===== src/rtl/rv_opnd_stage.sv =====
// ============================================================================
// rv_opnd_stage : RV64 operand-fetch stage (RF read, EX/MEM/WB bypass, load-use bubble)
// Revision      : 1.0
// ============================================================================
`default_nettype none

module rv_opnd_stage #(
    parameter int XLEN = 64,
    parameter int REGW = 5
) (
    input  logic            clk,
    input  logic            rstn,
    input  logic            flush_i,
    input  logic            id_valid_i,
    output logic            id_ready_o,
    input  logic [REGW-1:0] id_rs1_i,
    input  logic [REGW-1:0] id_rs2_i,
    input  logic [REGW-1:0] id_rd_i,
    input  logic            id_rd_wen_i,
    input  logic            id_is_load_i,
    input  logic [XLEN-1:0] id_pc_i,
    output logic            rf_rd_en_o,
    output logic [REGW-1:0] rf_rd_reg1_o,
    output logic [REGW-1:0] rf_rd_reg2_o,
    input  logic [XLEN-1:0] rf_rd_data1_i,
    input  logic [XLEN-1:0] rf_rd_data2_i,
    input  logic            ex_fwd_en_i,
    input  logic [REGW-1:0] ex_fwd_rd_i,
    input  logic [XLEN-1:0] ex_fwd_data_i,
    input  logic            ex_is_load_i,
    input  logic            mem_fwd_en_i,
    input  logic [REGW-1:0] mem_fwd_rd_i,
    input  logic [XLEN-1:0] mem_fwd_data_i,
    input  logic            wb_en_i,
    input  logic [REGW-1:0] wb_rd_i,
    input  logic [XLEN-1:0] wb_data_i,
    output logic            ex_valid_o,
    input  logic            ex_ready_i,
    output logic [XLEN-1:0] ex_op1_o,
    output logic [XLEN-1:0] ex_op2_o,
    output logic [REGW-1:0] ex_rd_o,
    output logic            ex_rd_wen_o,
    output logic            ex_is_load_o,
    output logic [XLEN-1:0] ex_pc_o
);

    logic            valid_a_q;
    logic [REGW-1:0] a_rs1_q, a_rs2_q, a_rd_q;
    logic            a_rd_wen_q, a_is_load_q;
    logic [XLEN-1:0] a_pc_q;

    logic            snap_en_q;
    logic [REGW-1:0] snap_rd_q;
    logic [XLEN-1:0] snap_data_q;

    logic            ex_valid_q;
    logic [XLEN-1:0] ex_op1_q, ex_op2_q, ex_pc_q;
    logic [REGW-1:0] ex_rd_q;
    logic            ex_rd_wen_q, ex_is_load_q;

    logic            w_out_adv, w_luse, w_a_adv, w_accept;
    logic [XLEN-1:0] op1_d, op2_d;

    // Youngest producer wins; the snapshot stands in for a WB write that landed
    // on the same edge as the RF read and is therefore missing from rf_data.
    function automatic logic [XLEN-1:0] resolve(
        input logic [REGW-1:0] rs,
        input logic [XLEN-1:0] rf_data,
        input logic            ex_en,
        input logic [REGW-1:0] ex_rd,
        input logic [XLEN-1:0] ex_data,
        input logic            ex_ld,
        input logic            mem_en,
        input logic [REGW-1:0] mem_rd,
        input logic [XLEN-1:0] mem_data,
        input logic            wb_en,
        input logic [REGW-1:0] wb_rd,
        input logic [XLEN-1:0] wb_data,
        input logic            sn_en,
        input logic [REGW-1:0] sn_rd,
        input logic [XLEN-1:0] sn_data
    );
        if (rs == '0)                               return '0;
        else if (ex_en && ex_rd == rs && !ex_ld)    return ex_data;
        else if (mem_en && mem_rd == rs)            return mem_data;
        else if (wb_en && wb_rd == rs)              return wb_data;
        else if (sn_en && sn_rd == rs)              return sn_data;
        else                                        return rf_data;
    endfunction

    always_comb begin
        w_out_adv  = !ex_valid_q || ex_ready_i;
        w_luse     = valid_a_q && ex_is_load_i && ex_fwd_en_i && (ex_fwd_rd_i != '0) &&
                     (ex_fwd_rd_i == a_rs1_q || ex_fwd_rd_i == a_rs2_q);
        w_a_adv    = valid_a_q && !w_luse && w_out_adv;
        id_ready_o = !flush_i && (!valid_a_q || w_a_adv);
        w_accept   = id_valid_i && id_ready_o;
        op1_d = resolve(a_rs1_q, rf_rd_data1_i, ex_fwd_en_i, ex_fwd_rd_i, ex_fwd_data_i,
                        ex_is_load_i, mem_fwd_en_i, mem_fwd_rd_i, mem_fwd_data_i,
                        wb_en_i, wb_rd_i, wb_data_i, snap_en_q, snap_rd_q, snap_data_q);
        op2_d = resolve(a_rs2_q, rf_rd_data2_i, ex_fwd_en_i, ex_fwd_rd_i, ex_fwd_data_i,
                        ex_is_load_i, mem_fwd_en_i, mem_fwd_rd_i, mem_fwd_data_i,
                        wb_en_i, wb_rd_i, wb_data_i, snap_en_q, snap_rd_q, snap_data_q);
    end

    // Read the indices slot A will hold after the edge so its data arrives in step.
    assign rf_rd_en_o   = rstn;
    assign rf_rd_reg1_o = !rstn ? '0 : (w_accept ? id_rs1_i : a_rs1_q);
    assign rf_rd_reg2_o = !rstn ? '0 : (w_accept ? id_rs2_i : a_rs2_q);

    always_ff @(posedge clk or negedge rstn) begin
        if (!rstn) begin
            valid_a_q   <= 1'b0;
            a_rs1_q     <= '0;
            a_rs2_q     <= '0;
            a_rd_q      <= '0;
            a_rd_wen_q  <= 1'b0;
            a_is_load_q <= 1'b0;
            a_pc_q      <= '0;
            snap_en_q   <= 1'b0;
            snap_rd_q   <= '0;
            snap_data_q <= '0;
        end else begin
            snap_en_q   <= wb_en_i;
            snap_rd_q   <= wb_rd_i;
            snap_data_q <= wb_data_i;
            if (flush_i) begin
                valid_a_q <= 1'b0;
            end else if (w_accept) begin
                valid_a_q   <= 1'b1;
                a_rs1_q     <= id_rs1_i;
                a_rs2_q     <= id_rs2_i;
                a_rd_q      <= id_rd_i;
                a_rd_wen_q  <= id_rd_wen_i;
                a_is_load_q <= id_is_load_i;
                a_pc_q      <= id_pc_i;
            end else if (w_a_adv) begin
                valid_a_q <= 1'b0;
            end
        end
    end

    always_ff @(posedge clk or negedge rstn) begin
        if (!rstn) begin
            ex_valid_q   <= 1'b0;
            ex_op1_q     <= '0;
            ex_op2_q     <= '0;
            ex_rd_q      <= '0;
            ex_rd_wen_q  <= 1'b0;
            ex_is_load_q <= 1'b0;
            ex_pc_q      <= '0;
        end else if (flush_i) begin
            ex_valid_q <= 1'b0;
        end else if (w_a_adv) begin
            ex_valid_q   <= 1'b1;
            ex_op1_q     <= op1_d;
            ex_op2_q     <= op2_d;
            ex_rd_q      <= a_rd_q;
            ex_rd_wen_q  <= a_rd_wen_q;
            ex_is_load_q <= a_is_load_q;
            ex_pc_q      <= a_pc_q;
        end else if (w_out_adv) begin
            ex_valid_q <= 1'b0;
        end
    end

    assign ex_valid_o   = ex_valid_q;
    assign ex_op1_o     = ex_op1_q;
    assign ex_op2_o     = ex_op2_q;
    assign ex_rd_o      = ex_rd_q;
    assign ex_rd_wen_o  = ex_rd_wen_q;
    assign ex_is_load_o = ex_is_load_q;
    assign ex_pc_o      = ex_pc_q;

endmodule

`default_nettype wire


===== config.mk =====
export PLATFORM = sky130hd
export DESIGN_NAME = rv_opnd_stage
export DESIGN_NICKNAME = d
export VERILOG_FILES = /design/src/rtl/rv_opnd_stage.sv
export SDC_FILE = /design/constraint.sdc
export NUM_CORES = 1
export LEC_CHECK = 0
export CAP_MARGIN = 30
export CORE_MARGIN = 8
export CORE_UTILIZATION = 30
export DETAILED_ROUTE_END_ITERATION = 16
export PLACE_DENSITY = 0.64
export RECOVER_POWER = 50
export SLEW_MARGIN = 0
export SYNTH_ARGS = -nofsm -noshare
export SYNTH_HDL_FRONTEND = slang
export SYNTH_SLANG_ARGS = --single-unit

===== constraint.sdc =====
create_clock -name clk -period 5.1 [get_ports clk]
set_clock_uncertainty 0.2 [all_clocks]
set_input_delay 1.275 -clock clk [delete_from_list [all_inputs] [get_ports clk]]
set_output_delay 1.275 -clock clk [all_outputs]
set_load 0.02 [all_outputs]

==> impl_metrics.yaml, run 1 <==
outcome:
  outcome: "complete, but fails checks"
  violations: "max-capacitance violations, max-slew violations"
timing:
  setup_viol_count_final: 0
  hold_viol: 0
  tns_ps: 0
  min_period_ps: 5020
  slew_headroom: -0.4632
  finalCritPeriodShare: 0.9844
  rsz0062_at_grt: "false"
  worstMarginPinSlew_ps: 2195
  max_freq_ghz: 0.1992
  slew_violations: 286
grt:
  top_usage_layer: "met2"
  antenna_found_initial: 19
  grt_pass1_vias: 18600
  met3_usage: 0.08455
  grt_max_degree: 162
  met2_usage: 0.3742
  grt_pass1_wl_um: 123100
  grtUsageMet1: 0.2632
  grt_remaining_overflow: 0
  grt_use_total: 0.2250
clock_network:
  cts_sinks: 352
  cts_made_buffers: 43
  path_clk_slew_ps: 60
  cts_max_level: 2
  cts-root-buf: "clkbuf_16"
  cts_tree: "yes"
  cts_hold_buf: 0
  insertion_delay_ps: 570
  cts_buffer_depth: 3
floorplanning:
  io_pins: 637
  design.die.area_sq_mm: 0.07103
  start_util: 0.3012
  die_h_um: 266.5
  row_count: 92
  coreArea_sq_mm: 0.06250
  die_w_um: 266.5
setup_path:
  cp_data_arrival_time_ps: 3550
  cp.required_ps: 3620
  endpoint_kind: "output pin"
  rrSetupSlack_ps: 1680
  crit_fanout: 10
  reg2regPathDepth: 7
  path_class: "in -> out"
  startpoint_type: "input pin"
power_and_ir_drop:
  p_sw_frac: 0.3296
  clkPwrFrac: 0.302
  p_seq_frac: 0.360
  p_int_w: 0.007057
  p_leak_nw: 11.39
  p_per_area_mw_per_mm2: 378.4
  comb_power_share: 0.338
  ir_drop_uv: 303.2
  switchingPower_w: 0.003469
yosys:
  synthTopCellsByCount: "dfrtp_1, nor2_1, nand2_1, mux2_1"
  synth.net_count: 2183
  async_reset_ff_frac: 1.000
  avgSynthCellArea_sq_um: 10.71
  yosys.cell_count.top_type: "dfrtp_1"
  synth_top_area_cell: "dfrtp_1"
  synthesis.instances: 1758
  synth-edff-count: 0
  ys_seq_elements: 352
  synth_ff_type: "dfrtp_1"
  synth.area.top_cells: "dfrtp_1, o32ai_2, mux2_1"
  yosysTopAreaCellShare: 0.4679
  yosys_warnings: 0
  synthesis.area_sq_mm: 0.01883
  ys_seq_area_frac: 0.4679
  synth_cell_types: 39
layout:
  multi_input_area_sq_mm: 0.008805
  nets: 2761
  stdcell_count: 3231
  fill_cells: 5811
  ff_latch_area_sq_mm: 0.008810
  post-route-util: 0.4451
  stdcell_area_sq_mm: 0.02782
  drive_gt1_frac: 0.1169
  syn_to_final_growth_pct: 47.76
min_path:
  hold_depth: 1
  hp-class: "reg -> reg"
flow_run:
  maxCapViolations: 1
detailed_routing:
  drt_iter0_drc: 1758
  drt-wirelength-per-cell_um: 25.96
  totalWireLength_um: 83860
  drt_first_pass_iters: 6
  drc_errors: 0
  ant_nets: 0
  viasPerCell: 5.500
  vias: 17770
place:
  dp_hpwl_um: 57400
  placed_cell_area_sq_mm: 0.02634
  placed_cells: 3137
  gp_congestion: 0.8969
  io_buffers: 636
-- path summary, 6_finish.rpt --
kind                           startpoint              end
max                        ex_fwd_rd_i[1]  rf_rd_reg1_o[1]
min                            a_pc_q[25]      ex_pc_o[25]
max reg2reg                    a_rs2_q[3]      ex_op2_o[9]
min reg2reg                    a_pc_q[25]      ex_pc_o[25]
max in group asynchronous            rstn  snap_data_q[39]
min in group asynchronous            rstn      ex_pc_o[57]
-- cells in the final DEF, fill, tap and decap left out, types with 10 or more instances in the layout --
master,n
inv_1,128
xnor2_1,14
o32ai_2,110
xor2_1,26
nor2_1,258
buf_4,42
dlygate4sd3_1,95
dlygate4sd2_1,11
nand2_1,142
nand3_1,14
clkdlybuf4s50_1,529
buf_12,22
o32ai_1,16
a21oi_1,13
a221oi_1,128
clkbuf_16,44
diode_2,15
clkinv_2,10
clkbuf_8,12
dfrtp_1,351
and2_1,64
o311a_1,128
mux2_1,141
-- flip-flops by register name, summed over array words and instances, names as in the netlist --
register	cells
ex_rd_o	5
valid_a_q	1
ex_op1_o	64
a_rs1_q	5
ex_pc_o	64
ex_rd_wen_o	1
ex_valid_o	1
ex_is_load_o	1
snap_data_q	64
snap_en_q	1
ex_op2_o	64
a_is_load_q	1
a_rd_q	5
a_rs2_q	5
snap_rd_q	5
a_pc_q	64
a_rd_wen_q	1
-- power groups by stage --
stage	Sequential, W	Clock, W	Combinational [W]
after CTS	0.00379	0.00327	0.00362
after global routing	0.00386	0.00337	0.00376
after detailed placement	0.00383	0	0.00360
after global placement	0.00380	0	0.00356
final	0.00379	0.00318	0.00356
after floorplan	0.00429	0	0.00116
-- routing by layer --
metal,part of all wire,vias to the layer above
met3,0.11,201
li1,-,7628
met1,0.38,8898
met2,0.48,1029
met4,0.035,14
met5,0.0011,-
-- timing repair --
action,4_1_cts,5_1_grt
cloned,0,0
setup endpoints to repair,11,8
buffers inserted,0,0
resized for setup,14,5
-- logic make-up after synthesis --
kind of cell           share of synthesized area
AO/OA/AOI/OAI                             0.2416
XOR/XNOR                                 0.01861
buffers and inverters                    0.07158
flip-flops                                0.4679
multiplexers                             0.08493
AND/OR/NAND/NOR                           0.1154
-- through the flow --
stage	setup WS, ps	hold slack, ps	total power (W)
2_1_floorplan	865.6	250.2	0.005452
4_1_cts	93.78	274.3	0.01068
5_1_grt	43.05	291.3	0.01099
6_report	79.70	272.5	0.01053
3_5_place_dp	-209.4	266.7	0.007431
3_3_place_gp	-126.5	257.7	0.007363
-- area by class of cell --
| cell class | count | area share |
|---|---|---|
| Sequential cell | 352 | 0.3167 |
| Inverter | 129 | 0.01741 |
| Tap cell | 846 | 0.03805 |
| Clock inverter | 16 | 0.006207 |
| Antenna cell | 15 | 0.001349 |
| Timing Repair Buffer | 703 | 0.2574 |
| Clock buffer | 63 | 0.04646 |
| Multi-Input combinational cell | 1107 | 0.3165 |
-- critical path: stages --
cell and delay, ps:
clkdlybuf4s50_1 450, or4_1 560, o211ai_2 240, a22o_2 300, o21ai_0 160, a21oi_1 180
dlygate4sd2_1 380
(Power assumes the default switching activity.)
==> run 2, diff against run 1 <==
--- a/config.mk
+++ b/config.mk
@@ -9,6 +9,7 @@
 export CORE_MARGIN = 8
 export CORE_UTILIZATION = 30
 export DETAILED_ROUTE_END_ITERATION = 16
+export MAX_ROUTING_LAYER = met4
 export PLACE_DENSITY = 0.64
 export RECOVER_POWER = 50
 export SLEW_MARGIN = 0
==> run 2 against run 1 <==
Compared with the run above:
- highest routed layer is now met4
- critical path depth up 1
- cell area down 0.64%
- global-route usage up 0.65 points
- final cell count down 0.22%
- fmax up 1.4%
- the run still ends with max-capacitance violations, max-slew violations left
- worst setup slack better by 68 ps
- total power down 2.8%
- wire length down 0.23%
- clock power down 7.5%
- critical path type unchanged
- largest cell class unchanged
==> impl_metrics.yaml, run 2 (synthesis gave the netlist of run 1 again) <==
place:
  dp_hpwl_um: 58040
  pre_cts_slack_ps: -217.4
  gp_congestion: 0.9146
  io_buffers: 636
floorplanning:
  die_w_um: 266.5
  row_count: 92
  die_h_um: 266.5
  coreArea_sq_mm: 0.06250
  design.die.area_sq_mm: 0.07103
  io_pins: 637
  start_util: 0.3012
detailed_routing:
  drt_first_pass_iters: 6
  drc_errors: 0
  totalWireLength_um: 83670
  drt-wirelength-per-cell_um: 25.95
  vias: 17670
  viasPerCell: 5.481
  drt_iter0_drc: 1705
  ant_nets: 0
layout:
  nets: 2755
  drive_gt1_frac: 0.1104
  syn_to_final_growth_pct: 46.81
  final_common_cell: "clkdlybuf4s50_1"
  fill_cells: 5817
  final_cell_mix: "clkdlybuf4s50_1, dfrtp_1, nor2_1"
setup_path:
  crit_fanout: 3
  reg2regPathDepth: 7
  startpoint_type: "input pin"
  endpoint_kind: "output pin"
  cp_data_arrival_time_ps: 3480
  crit_chain: "clkdlybuf4s50_1 -> or4_1 -> o211ai_2 -> buf_4 -> a21oi_1 -> o21ai_0 -> nor2b_1 -> dlygate4sd2_1"
  cp_num_buf_inv: 3
  crit_path_top_delay_cell: "or4_1"
  worst_path_largest_cell_delay_ps: 510
  path_class: "in -> out"
  rrSetupSlack_ps: 1670
  cp.required_ps: 3620
  cp.depth: 8
  critPathTopFamily: "buffers and inverters"
grt:
  antenna_found_initial: 19
  grt_max_degree: 137
  grt_pass1_vias: 18730
  grt_remaining_overflow: 0
  grt_use_total: 0.2315
  grt_pass1_wl_um: 123000
min_path:
  hold_depth: 1
  hp-class: "reg -> reg"
clock_network:
  cts_sinks: 352
  cts_hold_buf: 0
  insertion_delay_ps: 560
  cts-root-buf: "clkbuf_16"
  cts_max_level: 2
  cts_tree: "yes"
  cts_made_buffers: 41
  cts_buffer_depth: 3
  path_clk_slew_ps: 60
timing:
  slew_violations: 24
  worstMarginPinSlew_ps: 1570
  min_period_ps: 4953
  fin_worst_hold_slack_ps: 273.1
  max_freq_ghz: 0.2019
  hold_viol: 0
  finalCritPeriodShare: 0.9711
  setup_ws_ps: 147.5
  rsz0062_at_grt: "false"
  setup_viol_count_final: 0
  slew_headroom: -0.04669
power_and_ir_drop:
  power_w: 0.01023
  p_leak_nw: 11.33
  ir_drop_uv: 330.6
  p_per_area_mw_per_mm2: 370.2
flow_run:
  maxCapViolations: 1
outcome:
  outcome: "complete, but fails checks"
  violations: "max-capacitance violations, max-slew violations"
## run 2: final timing paths
path | start | end
setup / recovery | ex_fwd_rd_i[3] | id_ready_o
hold reg to reg | a_pc_q[28] | a_pc_q[28]
hold / removal | a_pc_q[28] | a_pc_q[28]
setup reg to reg | a_rs2_q[3] | ex_op2_o[1]
max in group asynchronous | rstn | ex_op1_o[42]
min in group asynchronous | rstn | snap_data_q[57]
## run 2: final cells by class
class                   instances  area (sq um)  share of cell area
clock inverters                12         145.1            0.005251
flip-flops and latches        352          8810              0.3187
multi-input cells            1107          8806              0.3186
inverters                     129         484.2             0.01752
clock buffers                  57          1156             0.04183
repair buffers                699          7126              0.2578
diodes                         22         55.05            0.001992
well taps                     846          1059             0.03830
## run 2: per-layer routing
layer / GRT usage / vias up / share of wire
met2: 0.3730 / 1039 / 0.47
met5: - / - / 0
li1: - / 7618 / -
met3: 0.08207 / 180 / 0.11
met1: 0.2659 / 8833 / 0.38
met4: 0.08219 / 0 / 0.034
## run 2: through the flow
step	area [sq um]	instances	setup TNS, ps	util
after floorplan	18830	1758	0	-
after global placement	26230	3131	-877.4	0.4197
after detailed placement	26290	3133	-1923	0.4206
after CTS	27590	3202	0	0.4413
after global routing	27630	3219	0	0.4420
final	27640	3224	0	0.4422
## run 2: power by group
part | leakage (nW) | internal [W] | total [W] | switching, W
logic | 6.47 | 0.00170 | 0.00351 | 0.00181
registers | 4.22 | 0.00340 | 0.00378 | 0.000381
clock network | 0.641 | 0.00173 | 0.00294 | 0.00121
total | 11.3 | 0.00683 | 0.0102 | 0.00340
## run 2: timing repair
action,in CTS,in global routing
endpoints found under the setup margin,11,9
gates resized for setup,16,5
buffers inserted,0,0
==> run 3, diff against run 2 <==
--- a/config.mk
+++ b/config.mk
@@ -9,6 +9,7 @@
 export CORE_MARGIN = 8
 export CORE_UTILIZATION = 30
 export DETAILED_ROUTE_END_ITERATION = 16
+export GPL_TIMING_DRIVEN = 0
 export MAX_ROUTING_LAYER = met4
 export PLACE_DENSITY = 0.64
 export RECOVER_POWER = 50
==> run 3 against run 2 <==
Compared with the run above:
- the flow still finishes with violations (max-capacitance violations, max-slew violations)
- first-iteration DRC count down 15%
- global-route usage up 3.5 points
- final cell count up 4.2%
- critical path depth up 1
- critical path type unchanged
==> impl_metrics.yaml, run 3 (synthesis gave the netlist of run 1 again) <==
setup_path:
  cp.required_ps: 3620
  startpoint_type: "input pin"
  crit_fanout: 10
  path_class: "in -> out"
  reg2regPathDepth: 8
  endpoint_kind: "output pin"
  cp_data_arrival_time_ps: 3570
layout:
  final_common_cell: "clkdlybuf4s50_1"
  syn_to_final_growth_pct: 48.14
  fill_cells: 5868
  final_cell_mix: "clkdlybuf4s50_1, dfrtp_1, nor2_1"
  nets: 2868
  drive_gt1_frac: 0.1148
timing:
  setup_viol_count_final: 0
  slew_headroom: -0.9680
  max_freq_ghz: 0.1980
  slew_violations: 196
  rsz0062_at_grt: "true"
  worstMarginPinSlew_ps: 2952
  fin_worst_hold_slack_ps: 275.9
  min_period_ps: 5050
  finalCritPeriodShare: 0.9902
  hold_viol: 0
clock_network:
  insertion_delay_ps: 570
  cts-root-buf: "clkbuf_16"
  cts_buffer_depth: 3
  cts_max_level: 2
  cts_sinks: 352
  cts_hold_buf: 0
  post_cts_buffers: 0
  cts_made_buffers: 43
  cts_tree: "yes"
  path_clk_slew_ps: 60
grt:
  grt_max_degree: 104
  grt_pass1_wl_um: 136600
  grt_use_total: 0.2667
  grt_pass1_vias: 19230
  grt_remaining_overflow: 0
  antenna_found_initial: 39
place:
  dp_hpwl_um: 72510
  io_buffers: 636
  gp_congestion: 0.9474
power_and_ir_drop:
  power_w: 0.01065
  p_per_area_mw_per_mm2: 381.8
  p_leak_nw: 11.44
  ir_drop_uv: 331.3
detailed_routing:
  drt-wirelength-per-cell_um: 28.52
  ant_nets: 0
  viasPerCell: 5.467
  totalWireLength_um: 95790
  drt_iter0_drc: 1454
  vias: 18370
  drt_first_pass_iters: 5
  drc_errors: 0
min_path:
  hold_depth: 1
  hp-class: "reg -> reg"
floorplanning:
  io_pins: 637
  row_count: 92
  design.die.area_sq_mm: 0.07103
  start_util: 0.3012
  die_h_um: 266.5
  die_w_um: 266.5
  coreArea_sq_mm: 0.06250
outcome:
  violations: "max-capacitance violations, max-slew violations"
  outcome: "complete, but fails checks"
flow_run:
  maxCapViolations: 2
## run 3: cell type report
class | instances | area (sq um) | share of cell area
sequential | 352 | 8808 | 0.3158
multi-input combinational | 1107 | 8685 | 0.3114
timing repair buffer | 640 | 6402 | 0.2296
clock buffer | 61 | 1275 | 0.04572
tap | 846 | 1059 | 0.03795
buffer | 170 | 865.8 | 0.03105
inverter | 129 | 484.2 | 0.01736
clock inverter | 14 | 210.2 | 0.007537
antenna | 40 | 100.1 | 0.003589
## run 3: where the power goes
group | switching (W) | internal, W
combinational | 0.00188 | 0.00173
clock | 0.00128 | 0.00199
sequential | 0.000367 | 0.00340
## run 3: layer usage
metal / vias up / global-route usage / part of all wire
met1: 9243 / 0.3071 / 0.39
met5: - / - / 0
met3: 190 / 0.09680 / 0.11
li1: 7876 / - / -
met4: 0 / 0.07190 / 0.029
met2: 1056 / 0.4379 / 0.48
## run 3: per-stage QoR
step           cells  setup TNS (ps)  instance area, sq um  utilization  setup slack (ps)
3_3_place_gp    3240        -4962370                 26250       0.4200            -16320
6_report        3359               0                 27890       0.4462             50.03
2_1_floorplan   1758               0                 18830            -             865.6
5_1_grt         3354          -146.4                 27880       0.4460            -39.19
4_1_cts         3319               0                 27820       0.4451             62.17
3_5_place_dp    3244           -2248                 26350       0.4215            -274.5
## run 3: final timing paths
path | start | endpoint | slack [ps]
setup reg to reg | a_rs2_q[3] | ex_op2_o[62] | 1800
hold reg to reg | a_pc_q[18] | a_pc_q[18] | 280
min in group asynchronous | rstn | a_pc_q[35] | 470
setup / recovery | ex_fwd_rd_i[4] | rf_rd_reg2_o[1] | 50
hold / removal | a_pc_q[18] | a_pc_q[18] | 280
max in group asynchronous | rstn | snap_data_q[27] | 930
## run 3: timing repair
item,4_1_cts,5_1_grt
setup endpoints to repair,11,10
resized for setup,13,8
pin swaps,0,1
## run 3: critical path: stages
cell             delay [ps]
clkdlybuf4s50_1         480
xor2_1                  190
nor3_1                  300
nand2_1                 160
and3_1                  200
clkbuf_1                200
o21ai_0                 300
a21oi_1                 120
dlygate4sd2_1           350
